### src/rtl/param_mux_ctrl_pkg.sv
// param_mux_pkg: shared types and helpers for the sequenced project mux.
//   state_t : controller FSM states (IDLE / ACTIVE / DRAIN)
//   clog2   : ceiling log2, used to size the break-before-make counter
package param_mux_pkg;

    typedef enum logic [1:0] {
        IDLE   = 2'd0,
        ACTIVE = 2'd1,
        DRAIN  = 2'd2
    } state_t;

    function automatic int clog2(input int v);
        int r;
        r = 0;
        while ((1 << r) < v) r++;
        return r;
    endfunction

endpackage

### src/rtl/param_mux_ctrl_if.sv
// param_mux_ctrl_if: project-select handshake between the chip controller
// (master) and the mux (slave).
//   sel_valid : request valid            (master -> slave)
//   sel_addr  : requested project index  (master -> slave)
//   sel_ready : request accepted when sel_valid & sel_ready (slave -> master)
//   sel_err   : 1-cycle pulse, accepted index was out of range (slave -> master)
interface param_mux_ctrl_if #(
    parameter int ADDR_W = 5
) ();
    logic              sel_valid;
    logic [ADDR_W-1:0] sel_addr;
    logic              sel_ready;
    logic              sel_err;

    modport master (output sel_valid, sel_addr, input  sel_ready, sel_err);
    modport slave  (input  sel_valid, sel_addr, output sel_ready, sel_err);
endinterface

### src/rtl/param_mux_ctrl_onehot_dec.sv
// onehot_dec: address + enable -> N-bit one-hot vector.
//   addr   : index to decode
//   en     : enable; low gives all zeros
//   onehot : one-hot result; an index >= N decodes to all zeros
module onehot_dec #(
    parameter int N      = 20,
    parameter int ADDR_W = 5
) (
    input  logic [ADDR_W-1:0] addr,
    input  logic              en,
    output logic [N-1:0]      onehot
);
    always_comb begin
        onehot = '0;
        for (int k = 0; k < N; k++) begin
            if (en && (addr == ADDR_W'(k))) onehot[k] = 1'b1;
        end
    end
endmodule

### src/rtl/param_mux_ctrl.sv
// param_mux_ctrl: sequenced, break-before-make project mux.
//   clk, rst  : clock, synchronous active-high reset
//   ena       : global enable; low drains and turns every project off
//   sel       : select handshake (slave side)
//   active    : a project is currently enabled
//   cur_addr  : index of the enabled (or last enabled) project
//   iw        : shared input bus, gated to the enabled slot only (proj_iw)
//   ow        : registered output of the enabled project
//   proj_ena  : one-hot project enable (registered)
//   proj_iw   : per-slot input bus, slot k at [k*IW_W +: IW_W]
//   proj_ow   : per-slot output bus, slot k at [k*OW_W +: OW_W]
module param_mux_ctrl
    import param_mux_pkg::*;
#(
    parameter int N_PROJ  = 20,
    parameter int ADDR_W  = 5,
    parameter int IW_W    = 18,
    parameter int OW_W    = 24,
    parameter int GAP_CYC = 4
) (
    input  logic                     clk,
    input  logic                     rst,
    input  logic                     ena,
    param_mux_ctrl_if.slave          sel,
    output logic                     active,
    output logic [ADDR_W-1:0]        cur_addr,
    input  logic [IW_W-1:0]          iw,
    output logic [OW_W-1:0]          ow,
    output logic [N_PROJ-1:0]        proj_ena,
    output logic [N_PROJ*IW_W-1:0]   proj_iw,
    input  logic [N_PROJ*OW_W-1:0]   proj_ow
);
    localparam int CNT_W = (clog2(GAP_CYC) < 1) ? 1 : clog2(GAP_CYC);
    localparam logic [CNT_W-1:0]  CNT_INIT = CNT_W'(GAP_CYC - 1);
    localparam logic [ADDR_W:0]   N_LIM    = (ADDR_W+1)'(N_PROJ);

    state_t            state, state_nxt;
    logic [ADDR_W-1:0] cur_addr_nxt, pending, pending_nxt, dec_addr;
    logic              pend_v, pend_v_nxt, err_q;
    logic [CNT_W-1:0]  cnt, cnt_nxt;
    logic [N_PROJ-1:0] dec_oh;
    logic              accept, in_range, good;

    assign sel.sel_ready = ena & (state != DRAIN);
    assign sel.sel_err   = err_q;
    assign active        = (state == ACTIVE);

    assign accept   = sel.sel_valid & sel.sel_ready;
    assign in_range = ({1'b0, sel.sel_addr} < N_LIM);
    assign good     = accept & in_range;

    // Decoder serves both enable paths: the live request out of IDLE and
    // the held pending index out of DRAIN.
    onehot_dec #(.N(N_PROJ), .ADDR_W(ADDR_W)) u_dec (
        .addr   (dec_addr),
        .en     (ena),
        .onehot (dec_oh)
    );

    always_comb begin
        state_nxt    = state;
        cur_addr_nxt = cur_addr;
        pending_nxt  = pending;
        pend_v_nxt   = pend_v;
        cnt_nxt      = cnt;
        dec_addr     = sel.sel_addr;
        unique case (state)
            IDLE: begin
                if (good) begin
                    state_nxt    = ACTIVE;
                    cur_addr_nxt = sel.sel_addr;
                end
            end
            ACTIVE: begin
                if (!ena) begin
                    state_nxt  = DRAIN;
                    pend_v_nxt = 1'b0;
                    cnt_nxt    = CNT_INIT;
                end else if (good && (sel.sel_addr != cur_addr)) begin
                    state_nxt   = DRAIN;
                    pending_nxt = sel.sel_addr;
                    pend_v_nxt  = 1'b1;
                    cnt_nxt     = CNT_INIT;
                end
            end
            DRAIN: begin
                dec_addr = pending;
                if (!ena) pend_v_nxt = 1'b0;
                if (cnt == '0) begin
                    // ena low on the last gap cycle also cancels the pending switch
                    if (pend_v && ena) begin
                        state_nxt    = ACTIVE;
                        cur_addr_nxt = pending;
                    end else begin
                        state_nxt = IDLE;
                    end
                    pend_v_nxt = 1'b0;
                end else begin
                    cnt_nxt = cnt - 1'b1;
                end
            end
            default: state_nxt = IDLE;
        endcase
    end

    always_ff @(posedge clk) begin
        if (rst) begin
            state    <= IDLE;
            cur_addr <= '0;
            pending  <= '0;
            pend_v   <= 1'b0;
            cnt      <= '0;
            proj_ena <= '0;
            err_q    <= 1'b0;
            ow       <= '0;
        end else begin
            state    <= state_nxt;
            cur_addr <= cur_addr_nxt;
            pending  <= pending_nxt;
            pend_v   <= pend_v_nxt;
            cnt      <= cnt_nxt;
            err_q    <= accept & ~in_range;
            // Hold the enable while staying ACTIVE; load a fresh one-hot only
            // on entry; everything else is off.
            if (state_nxt == ACTIVE)
                proj_ena <= (state == ACTIVE) ? proj_ena : dec_oh;
            else
                proj_ena <= '0;
            // Only pass data while the slot stays enabled, so ow is already 0
            // in the first DRAIN cycle.
            if ((state == ACTIVE) && (state_nxt == ACTIVE))
                ow <= proj_ow[int'(cur_addr)*OW_W +: OW_W];
            else
                ow <= '0;
        end
    end

    for (genvar k = 0; k < N_PROJ; k++) begin : g_slot
        assign proj_iw[k*IW_W +: IW_W] = proj_ena[k] ? iw : '0;
    end

endmodule

### src/flat_wrapper.sv
// flat-port wrapper written by rule: the top's interface ports become plain ports
module param_mux_ctrl_flat import param_mux_pkg::*;
#(
    parameter int N_PROJ  = 20,
    parameter int ADDR_W  = 5,
    parameter int IW_W    = 18,
    parameter int OW_W    = 24,
    parameter int GAP_CYC = 4
)
  (clk, rst, ena, active, cur_addr, iw, ow, proj_ena, proj_iw, proj_ow, sel_sel_valid, sel_sel_addr, sel_sel_ready, sel_sel_err);
  param_mux_ctrl_if #(.ADDR_W(ADDR_W)) sel_i ();
  input  logic clk;
  input  logic rst;
  input  logic ena;
  output logic active;
  output logic [ADDR_W-1:0] cur_addr;
  input  logic [IW_W-1:0] iw;
  output logic [OW_W-1:0] ow;
  output logic [N_PROJ-1:0] proj_ena;
  output logic [N_PROJ*IW_W-1:0] proj_iw;
  input  logic [N_PROJ*OW_W-1:0] proj_ow;
  input wire logic [$bits(sel_i.sel_valid)-1:0] sel_sel_valid;
  input wire logic [$bits(sel_i.sel_addr)-1:0] sel_sel_addr;
  output wire logic [$bits(sel_i.sel_ready)-1:0] sel_sel_ready;
  output wire logic [$bits(sel_i.sel_err)-1:0] sel_sel_err;
  assign sel_i.sel_valid = sel_sel_valid;
  assign sel_i.sel_addr = sel_sel_addr;
  assign sel_sel_ready = sel_i.sel_ready;
  assign sel_sel_err = sel_i.sel_err;
  param_mux_ctrl #(.N_PROJ(N_PROJ), .ADDR_W(ADDR_W), .IW_W(IW_W), .OW_W(OW_W), .GAP_CYC(GAP_CYC)) u_core (.clk(clk), .rst(rst), .ena(ena), .sel(sel_i), .active(active), .cur_addr(cur_addr), .iw(iw), .ow(ow), .proj_ena(proj_ena), .proj_iw(proj_iw), .proj_ow(proj_ow));
endmodule
### config.mk
export PLATFORM = sky130hd
export DESIGN_NAME = param_mux_ctrl_flat
export DESIGN_NICKNAME = d
export VERILOG_FILES = /design/src/rtl/param_mux_ctrl_pkg.sv /design/src/rtl/param_mux_ctrl_if.sv /design/src/rtl/param_mux_ctrl_onehot_dec.sv /design/src/rtl/param_mux_ctrl.sv /design/src/flat_wrapper.sv
export SDC_FILE = /design/constraint.sdc
export NUM_CORES = 1
export LEC_CHECK = 0
export CAP_MARGIN = 5
export CORE_AREA = 2 2 361 363
export CTS_CLUSTER_DIAMETER = 50
export DETAILED_ROUTE_END_ITERATION = 10
export DIE_AREA = 0 0 363 365
export PLACE_DENSITY = 0.38
export SLEW_MARGIN = 20
export SYNTH_ARGS = -nofsm -noshare
export SYNTH_HDL_FRONTEND = slang
export SYNTH_HIERARCHICAL = 1
export SYNTH_SLANG_ARGS = --single-unit
### constraint.sdc
create_clock -name clk -period 2.04 [get_ports clk]
set_input_delay 0.306 -clock clk [delete_from_list [all_inputs] [get_ports clk]]
set_output_delay 0.306 -clock clk [all_outputs]
set_load 0.005 [all_outputs]
# ---- Word level (Yosys, flattened, before mapping)
# Index checks and enable logic that the tools add are counted.
dict set report classes {
  add_sub_neg 1
  multipliers 1
  order_cmp 1
  n_eq_ne 30
  shift 1
  mux 60
  bitwise_logic 7
  n_reduce_logical 34
}
# op n
set op_table {}
lappend op_table {{indexed part select 480 x 32 -> 24 bit} 1}
lappend op_table {{2-to-1 mux 18 bit} 20}
lappend op_table {{== test 5 x 4 -> 1 bit (second input constant)} 8}
lappend op_table {{2-to-1 mux 1 bit} 25}
lappend op_table {{logical AND 1 bit} 23}
lappend op_table {{== test 5 x 3 -> 1 bit (second input constant)} 4}
lappend op_table {{== test 5 bit (second input constant)} 4}
lappend op_table {{2-to-1 mux 5 bit} 4}
lappend op_table {{2-to-1 mux 2 bit} 7}
lappend op_table {{== test 5 x 2 -> 1 bit (second input constant)} 2}
lappend op_table {{one-hot mux 5 bit (2 select lines)} 1}
lappend op_table {{AND reduction 3 bit} 3}
lappend op_table {{multiplier 5 x 2 -> 7 bit (second input constant)} 1}
lappend op_table {{!= test 2 x 1 -> 1 bit (second input constant)} 3}
lappend op_table {{!= test 3 x 2 -> 1 bit (second input constant)} 2}
lappend op_table {{one-hot mux 2 bit (3 select lines)} 1}
lappend op_table {{== test 5 x 1 -> 1 bit (second input constant)} 1}
lappend op_table {{logical NOT 5 bit} 1}
lappend op_table {{< comparator 5 bit (second input constant)} 1}
lappend op_table {{!= test 5 bit} 1}
lappend op_table {{bitwise AND 1 bit} 4}
lappend op_table {{== test 2 x 1 -> 1 bit (second input constant)} 2}
lappend op_table {{logical NOT 2 bit} 2}
lappend op_table {{!= test 2 bit (second input constant)} 2}
lappend op_table {{other kinds (8)} 12}
dict set report totals {
  regBits 60
  inputBits 507
  out_inout_bits 412
}

# ---- Logic depth before layout (Yosys ltp)
# Gate-level depths: netlist (run 1).
dict set report depth {
  word_depth 12
  depth_mapped 8
  ltp_nobuf 7
}

# ---- Hierarchy
# Netlist (run 1), hierarchy kept.
# mod instances cells_each area_each_um2
set by_module_without_submodules {}
lappend by_module_without_submodules {param_mux_ctrl 1 1015 8563.2}
lappend by_module_without_submodules {onehot_dec 1 28 158.9}

# ---- Worst setup path after synthesis (run 1)
# OpenSTA, ideal clock, no wires.
dict set report synth_timing {
  kind {reg2reg}
  start {register u_core.cur_addr[0]}
  end {register u_core.ow[14]}
  arrival_time_ns 1.729
  setup_slack_ns 0.184
  stages_incl_launch_ff 7
  path_buffers 3
  synth_period_minus_slack_ns 1.856
  path_cell_list {dfxtp_1 > buf_6 > buf_6 > buf_2 > mux4_2 > a221oi_1 > nor2_1}
}
dict set report synth_between {
  elab_chain_cells 9
}
# element line
set synth_rtl {}
lappend synth_rtl {{start: declaration} param_mux_ctrl.sv:26} ;# output logic [ADDR_W-1:0] cur_addr,
lappend synth_rtl {{start signal: assignment} param_mux_ctrl.sv:118} ;# cur_addr <= cur_addr_nxt;
lappend synth_rtl {{parallel branches: the longest is 9 deep, another holds multiplier 5 x 2 -> 7 bit} -}
lappend synth_rtl {{end signal: assignment} param_mux_ctrl.sv:132} ;# ow <= proj_ow[int'(cur_addr)*OW_W +: OW_W];
lappend synth_rtl {{end: declaration} param_mux_ctrl.sv:28} ;# output logic [OW_W-1:0] ow,
# Several ways; the timed one is not identified.
# A chain may end at the register's enable or synchronous reset.

# ---- Worst setup path in the final report (run 1)
dict set report layout_timing {
  start {register u_core.cur_addr[0]}
  end {register u_core.ow[4]}
}
# Same word-level chain as after synthesis.

==> key figures, run 1 <==
Run status
  • Status: finished, violations left
  • Violated checks: setup timing

Global route
  • Initial antenna violation count: 52
  • Pin count of the biggest net entering global routing: 25
  • M2 GR Usage: 0.2524
  • GR Overflow Total: 0
  • Total track usage: 0.1262
  • First-pass GRT wire length: 113600 µm
  • GRT busiest layer: met2
  • Met3 GRT Util: 0.03410
  • Vias in the first global route: 12416
  • GRT met1 Usage: 0.1285

Critical path
  • CP max FO: 8
  • WP buf/inv: 3
  • Worst EP arrival: ~2.4 ns
  • Setup CP Type: reg2reg
  • Crit-path max cell delay: approximately 0.47 ns
  • Worst-path cell chain: buf_6 -> bufbuf_16 -> buf_4 -> mux2_2 -> o22ai_2 -> nor2_2 -> a221oi_2 -> nor2_1
  • Crit end category: flip-flop
  • Slowest library cell on the worst path: dfxtp_4
  • Critical Path Start Type: flip-flop
  • CP top delay family: buffers and inverters
  • CP Depth: 8
  • Critical Path RT: 2.29 ns
  • Worst r2r path cells: 8

Timing
  • Final TNS setup: -0.4321 ns
  • RSZ-0062 raised after global routing: yes
  • Final Worst Setup Slack: -0.09484 ns
  • Slew Limit Fails: 0
  • Fin crit period: 2.135 ns
  • # setup viols final: 12
  • Clock Skew: 0.01089 ns
  • Fin. Hold Viols: 0
  • Rel. slew slack: 0.6840
  • Worst-Margin Slew: 0.4723 ns
  • Tcrit/Tclk final: 1.046
  • Fmax achieved: roughly 470 MHz

Synth
  • Cell Area, Synth: 8722 µm²
  • FFs w/ async S/R, synth: 0
  • Multiplexer area fraction after synthesis: 0.3489
  • Simple-gate portion of the synthesized area: 0.3530
  • Avg Cell Area, Syn: 8.363 µm²
  • Synth top area cells: and2_1, mux4_2, dfxtp_1
  • Post-synth EDFFs: 0
  • YS warnings: 6
  • FF+latch count, synth: 60
  • Synth Instances: 1043
  • Top_reg_cell synth: dfxtp_1
  • Sequential share of the synthesized area: 0.1377
  • Leading area contributor after synthesis: and2_1
  • Adder-cell share of the synthesized area: 0.001435
  • Syn nets: ~1600
  • Area share of the largest cell type after synthesis: 0.2589
  • Compound-Gate Fraction of Synth Area: 0.09195
  • XOR/XNOR share of the synthesized area: 0.005021
  • Main combinational cell family by area after synthesis: simple AND/OR/NAND/NOR gates
  • Synth unique cells: 41

Cells and area
  • Area growth from synthesis to layout: 153.9%
  • Fin cells: approximately 3700
  • Layout cells sized above 1: 0.2169
  • Nets: ~2500
  • Number of fill cells: 14478

Routing
  • DRT iter0 DRCs: 501
  • Number of routed nets with antenna violations: 0
  • Routed len/inst: 23.78 µm
  • Vias: 12017
  • Vias per cell: 3.225
  • # DRC: 0
  • Final wirelength: 88620 µm
  • TritonRoute pass-1 iters: 4

Clocking
  • TritonCTS Buffers: 9
  • CTS clk-pin slew, worst paths: 0.07 ns
  • CTS tree: yes
  • H-tree levels: 3
  • Max Root-Sink Buffers: 2
  • Clock Sinks: 60
  • Hold-fix buffers, CTS: 0
  • CTS root buf: clkbuf_16
  • Worst skew pair latency: 0.38 ns

Die
  • DIE HEIGHT: 365 µm
  • Core box area: 128700 µm²
  • Die W: 363 µm
  • Starting Density: 0.06779
  • FP Rows: 132
  • Top Ports: roughly 920
  • Die area: about 130000 µm²

Power and ir drop
  • Worst vdd ir: 0.3277 mV
  • Power Total: between 0.005 and 0.006 W
  • Leakage: ~7.7 nW
  • PwrDens: 255.0 nW/µm²

Placed design
  • RD Place Congestion: 0.8375
  • Pre-CTS setup slack: -0.6270 ns
  • Port buffer count: between 900 and 1000
  • Placed cell count: between 3000 and 4000
  • Post-DP HPWL: 75300 µm

Run
  • Max_cap viols: 0

Min path
  • Hold Path Class: reg2reg
  • Hold Crit Depth: 2
-- layout make-up --
class / count / area, µm² / share of cell area
inverter: 5 / 18.77 / 0.0008475
tap: 1675 / 2096 / 0.09464
timing repair buffer: 1096 / 11190 / 0.5054
clock inverter: 7 / 75.07 / 0.003390
multi-input combinational: 861 / 7291 / 0.3292
clock buffer: 9 / 225.2 / 0.01017
antenna: 13 / 32.53 / 0.001469
sequential: 60 / 1215 / 0.05486
-- tightest hold or removal path, cell delays in order, from the launching register on --
cell	delay, ns
dfxtp_1	0.32
nand2_1	0.07
a21oi_2	0.05
-- registers in the layout, summed over array words and instances, names as in the netlist --
register and flops:
u_core/cnt 2, u_core/cur_addr 5, u_core/ow 24, u_core/pend_v 1, u_core/pending 5, u_core/proj_ena 20, u_core/sel.sel_err 1, u_core/state 2
-- placed cells by master, fill, tap and decap left out, types with 4 or more instances in the layout --
master and count:
o22ai_2 14, clkdlybuf4s50_1 903, buf_4 113, dlymetal6s2s_1 9, o22ai_1 32, a221oi_2 14
mux2_2 92, mux2i_1 34, mux4_2 72, mux2_4 4, nor3_1 7, buf_12 35
nand2_1 60, nand2b_1 5, dfxtp_1 55, buf_6 23, xor2_1 5, a221oi_1 9
and2_1 361, buf_8 5, inv_1 4, o22ai_4 4, diode_2 13, clkbuf_16 12
a21oi_2 19, nor2_2 4, nor2_1 94
-- power breakdown --
group          switching [W]  total (W)  internal (W)
sequential         0.0000230    0.00121       0.00118
clock               0.000721    0.00167      0.000952
combinational        0.00112    0.00277       0.00164
-- cell families after synthesis --
family          after synthesis
mux                         202
buf+inv                     122
flops                        60
simple gates                550
xor+xnor                      5
compound gates              103
fa+ha+maj                     1
-- stage by stage --
stage | cell area (µm²) | hold WS, ns | utilization
6_report | 22150 | 0.4779 | 0.1721
5_1_grt | 22120 | 0.4949 | 0.1719
4_1_cts | 21840 | 0.4767 | 0.1698
3_5_place_dp | 21040 | 0.4594 | 0.1635
3_3_place_gp | 21040 | 0.4531 | 0.1635
2_1_floorplan | 8722 | 0.4243 | -
-- path summary, 6_finish.rpt --
path                                          from                                to  slack [ns]
setup / recovery   u_core/cur_addr[0]$_SDFFE_PP0P_           u_core/ow[4]$_SDFF_PP0_       -0.09
hold / removal    u_core/proj_ena[19]$_SDFFE_PP0N_  u_core/proj_ena[19]$_SDFFE_PP0N_        0.48
hold reg to reg   u_core/proj_ena[19]$_SDFFE_PP0N_  u_core/proj_ena[19]$_SDFFE_PP0N_        0.48
setup reg to reg   u_core/cur_addr[0]$_SDFFE_PP0P_           u_core/ow[4]$_SDFF_PP0_       -0.09
-- timing repair --
action | 4_1_cts | 5_1_grt
gates resized for setup | 67 | 39
pin swaps | 8 | 5
buffers inserted | 17 | 8
cloned | 2 | 4
endpoints found under the setup margin | 51 | 105
endpoints found under the hold margin | 0 | 0
-- Yosys cell counts (all sizes together), types with 21 or more instances --
library cell,count
mux2i,34
a21oi,21
clkbuf,87
nand2,60
a221oi,24
mux2,96
dfxtp,60
mux4,72
nor2,101
o22ai,50
buf,30
and2,361
-- per-layer routing --
layer,share of wire,wire length (µm)
met4,0.022,1907
met3,0.072,6377
met2,0.55,48780
met5,0.00077,68
met1,0.36,31490
No activity file was read; power rests on OpenSTA's default activity.
==> run 2: changes to the inputs <==
--- a/config.mk
+++ b/config.mk
@@ -10,6 +10,7 @@
 export CTS_CLUSTER_DIAMETER = 50
 export DETAILED_ROUTE_END_ITERATION = 10
 export DIE_AREA = 0 0 363 365
+export GPL_TIMING_DRIVEN = 0
 export PLACE_DENSITY = 0.38
 export SLEW_MARGIN = 20
 export SYNTH_ARGS = -nofsm -noshare
==> run 2 against run 1 <==
  * The run still ends with setup timing left
  * Worst hold slack lost 0.11 ns
  * Core utilization fell by 0.48 points
  * Maximum frequency increased by 1.4%
  * Power shrank 2.0%
  * Clock power rose by 4%
  * Largest cell class unchanged
==> key figures, run 2 (synthesis gave the netlist of run 1 again) <==
Routing
  • Vias: 12046 (was 12017)
  • TritonRoute pass-1 iters: 5 (was 4)
  • Routed len/inst: 25.62 µm (was 23.78 µm)
  • Final wirelength: 94220 µm (was 88620 µm)
  • DRT iter0 DRCs: 589 (was 501)
  • Number of routed nets with antenna violations: 0 (unchanged)
  • Vias per cell: 3.275 (was 3.225)
  • # DRC: 0 (unchanged)

Cells and area
  • Multi-input logic area: 7442 µm² (was 7291 µm²)
  • Area growth from synthesis to layout: 146.8% (was 153.9%)
  • Number of fill cells: 14538 (was 14478)
  • Layout cells sized above 1: 0.2130 (was 0.2169)
  • Nets: 2494 (was 2541)
  • Most common cell after layout, fill and taps aside: clkdlybuf4s50_1 (unchanged)
  • Biggest regs: u_core/ow x24, u_core/proj_ena x20 (unchanged)
  • Core Util, Final: 0.1673 (was 0.1721)
  • Fin area: 21530 µm² (was 22150 µm²)
  • Max FFs per register: 24 (unchanged)
  • Register Area: 1289 µm² (was 1215 µm²)
  • Most frequent cells in the layout: clkdlybuf4s50_1, and2_1, mux2_2 (was clkdlybuf4s50_1, and2_1, buf_4)
  • Most flop-heavy register: u_core/ow (unchanged)

Critical path
  • Critical Path RT: 2.28 ns (was 2.29 ns)
  • CP most frequent cell: buf_12
  • Crit end category: flip-flop (unchanged)
  • Worst EP arrival: 2.35 ns (was 2.39 ns)
  • Worst-path cell chain: buf_12 -> buf_12 -> buf_16 -> mux2_2 -> o22ai_2 -> nor2_4 -> a221oi_4 -> nor2_1 (was buf_6 -> bufbuf_16 -> buf_4 -> mux2_2 -> o22ai_2 -> nor2_2 -> a221oi_2 -> nor2_1)
  • Setup CP Type: reg2reg (unchanged)
  • FF-to-FF setup slack: -0.07 ns (was -0.09 ns)
  • Slowest library cell on the worst path: a221oi_4 (was dfxtp_4)
  • Crit-path max cell delay: 0.39 ns (was 0.47 ns)
  • CP max FO: 10 (was 8)
  • Critical Path Start Type: flip-flop (unchanged)

Clocking
  • CTS tree: yes (unchanged)
  • Worst skew pair latency: 0.37 ns (was 0.38 ns)
  • CTS root buf: clkbuf_16 (unchanged)
  • H-tree levels: 3 (unchanged)
  • Clock Sinks: 60 (unchanged)
  • Hold-fix buffers, CTS: 0 (unchanged)
  • Max Root-Sink Buffers: 2 (unchanged)
  • CTS clk-pin slew, worst paths: 0.07 ns (about the same)
  • TritonCTS Buffers: 9 (unchanged)

Timing
  • Fmax achieved: 475.0 MHz (was 468.4 MHz)
  • # setup viols final: 6 (was 12)
  • Rel. slew slack: 0.4632 (was 0.6840)
  • Fin. Hold Viols: 0 (unchanged)
  • Final hold slack: 0.3722 ns (was 0.4779 ns)
  • Tcrit/Tclk final: 1.032 (was 1.046)
  • Worst-Margin Slew: 0.8053 ns (was 0.4723 ns)
  • Slew Limit Fails: 0 (unchanged)
  • RSZ-0062 raised after global routing: yes (unchanged)
  • Final Worst Setup Slack: -0.06546 ns (was -0.09484 ns)
  • Final TNS setup: -0.1722 ns (was -0.4321 ns)
  • Clock Skew: 0.009374 ns (was 0.01089 ns)
  • Fin crit period: 2.105 ns (was 2.135 ns)

Global route
  • Vias in the first global route: 12527 (was 12416)
  • GR Overflow Total: 0 (unchanged)
  • Pin count of the biggest net entering global routing: 13 (was 25)
  • First-pass GRT wire length: 119400 µm (was 113600 µm)
  • Total track usage: 0.1356 (was 0.1262)
  • Initial antenna violation count: 45 (was 52)

Power and ir drop
  • Worst vdd ir: 0.3951 mV (was 0.3277 mV)
  • PwrDens: 257.1 nW/µm² (was 255.0 nW/µm²)
  • Leakage: 7.253 nW (was 7.725 nW)

Placed design
  • Placed cell areas: 19820 µm² (was 21040 µm²)
  • RD Place Congestion: 0.8541 (was 0.8375)
  • Pre-CTS setup slack: -1.832 ns (was -0.6270 ns)
  • Post-DP HPWL: 82710 µm (was 75300 µm)
  • Port buffer count: 899 (was 918)

Min path
  • Hold Path Class: in2reg (was reg2reg)

Run status
  • Violated checks: setup timing (unchanged)
  • Status: finished, violations left (unchanged)

Die
  • FP Rows: 132 (unchanged)
  • DIE HEIGHT: 365 µm (unchanged)
  • Starting Density: 0.06779 (unchanged)
  • Top Ports: 919 (unchanged)
  • Die area: 132500 µm² (unchanged)
  • Die W: 363 µm (unchanged)
  • Core box area: 128700 µm² (unchanged)

Run
  • Max_cap viols: 0 (unchanged)
[run 2: where the power goes]
| part | internal (W) | switching [W] | leakage (nW) |
|---|---|---|---|
| registers | 0.00116 | 0.0000224 | 0.504 |
| logic | 0.00149 | 0.00114 | 6.60 |
| clock network | 0.000992 | 0.000734 | 0.154 |
| total | 0.00364 | 0.00189 | 7.25 |
[run 2: routing by layer]
| layer | part of all wire | vias up | routed length [µm] | track usage |
|---|---|---|---|---|
| met4 | 0.034 | 14 | 3219 | 0.04467 |
| met3 | 0.072 | 122 | 6738 | 0.03595 |
| met5 | 0.00090 | - | 85 | 0 |
| met2 | 0.55 | 675 | 51920 | 0.2716 |
| li1 | - | 5520 | - | - |
| met1 | 0.34 | 5715 | 32250 | 0.1326 |
[run 2: through the flow]
| stage | total power [W] | std cells |
|---|---|---|
| after floorplan | 0.002067 | 1043 |
| after global placement | 0.003671 | 3617 |
| after detailed placement | 0.003670 | 3617 |
| after CTS | 0.005649 | 3660 |
| after global routing | 0.005858 | 3672 |
| final | 0.005535 | 3678 |
[run 2: cell type report]
| class | instances | share of cell area |
|---|---|---|
| plain buffers | 112 | 0.04441 |
| diodes | 12 | 0.001395 |
| clock inverters | 6 | 0.003255 |
| well taps | 1675 | 0.09736 |
| multi-input cells | 861 | 0.3457 |
| repair buffers | 937 | 0.4360 |
| inverters | 5 | 0.0008718 |
| flip-flops and latches | 60 | 0.05987 |
| clock buffers | 10 | 0.01110 |
[run 2: final timing paths]
path / startpoint / cells after the start / to
max: u_core/cur_addr[0]$_SDFFE_PP0P_ / 8 / u_core/ow[1]$_SDFF_PP0_
min: rst / 2 / u_core/cur_addr[0]$_SDFFE_PP0P_
max reg2reg: u_core/cur_addr[0]$_SDFFE_PP0P_ / 8 / u_core/ow[1]$_SDFF_PP0_
min reg2reg: u_core/cnt[1]$_SDFFE_PP0P_ / 2 / u_core/cnt[1]$_SDFFE_PP0P_
[run 2: critical path, delay by kind of cell (launching register included)]
family	cells	cell delay, ns
and+or+nand+nor	2	0.18
buffers and inverters	3	0.47
AOI/OAI and AO/OA	2	0.58
DFF	1	0.35
muxes	1	0.36
[run 2: repair_timing]
action,CTS,global route
buffers inserted,29,8
resized for setup,257,62
hold endpoints to repair,0,0
endpoints found under the setup margin,420,78
gates cloned,0,1
pin swaps,4,7
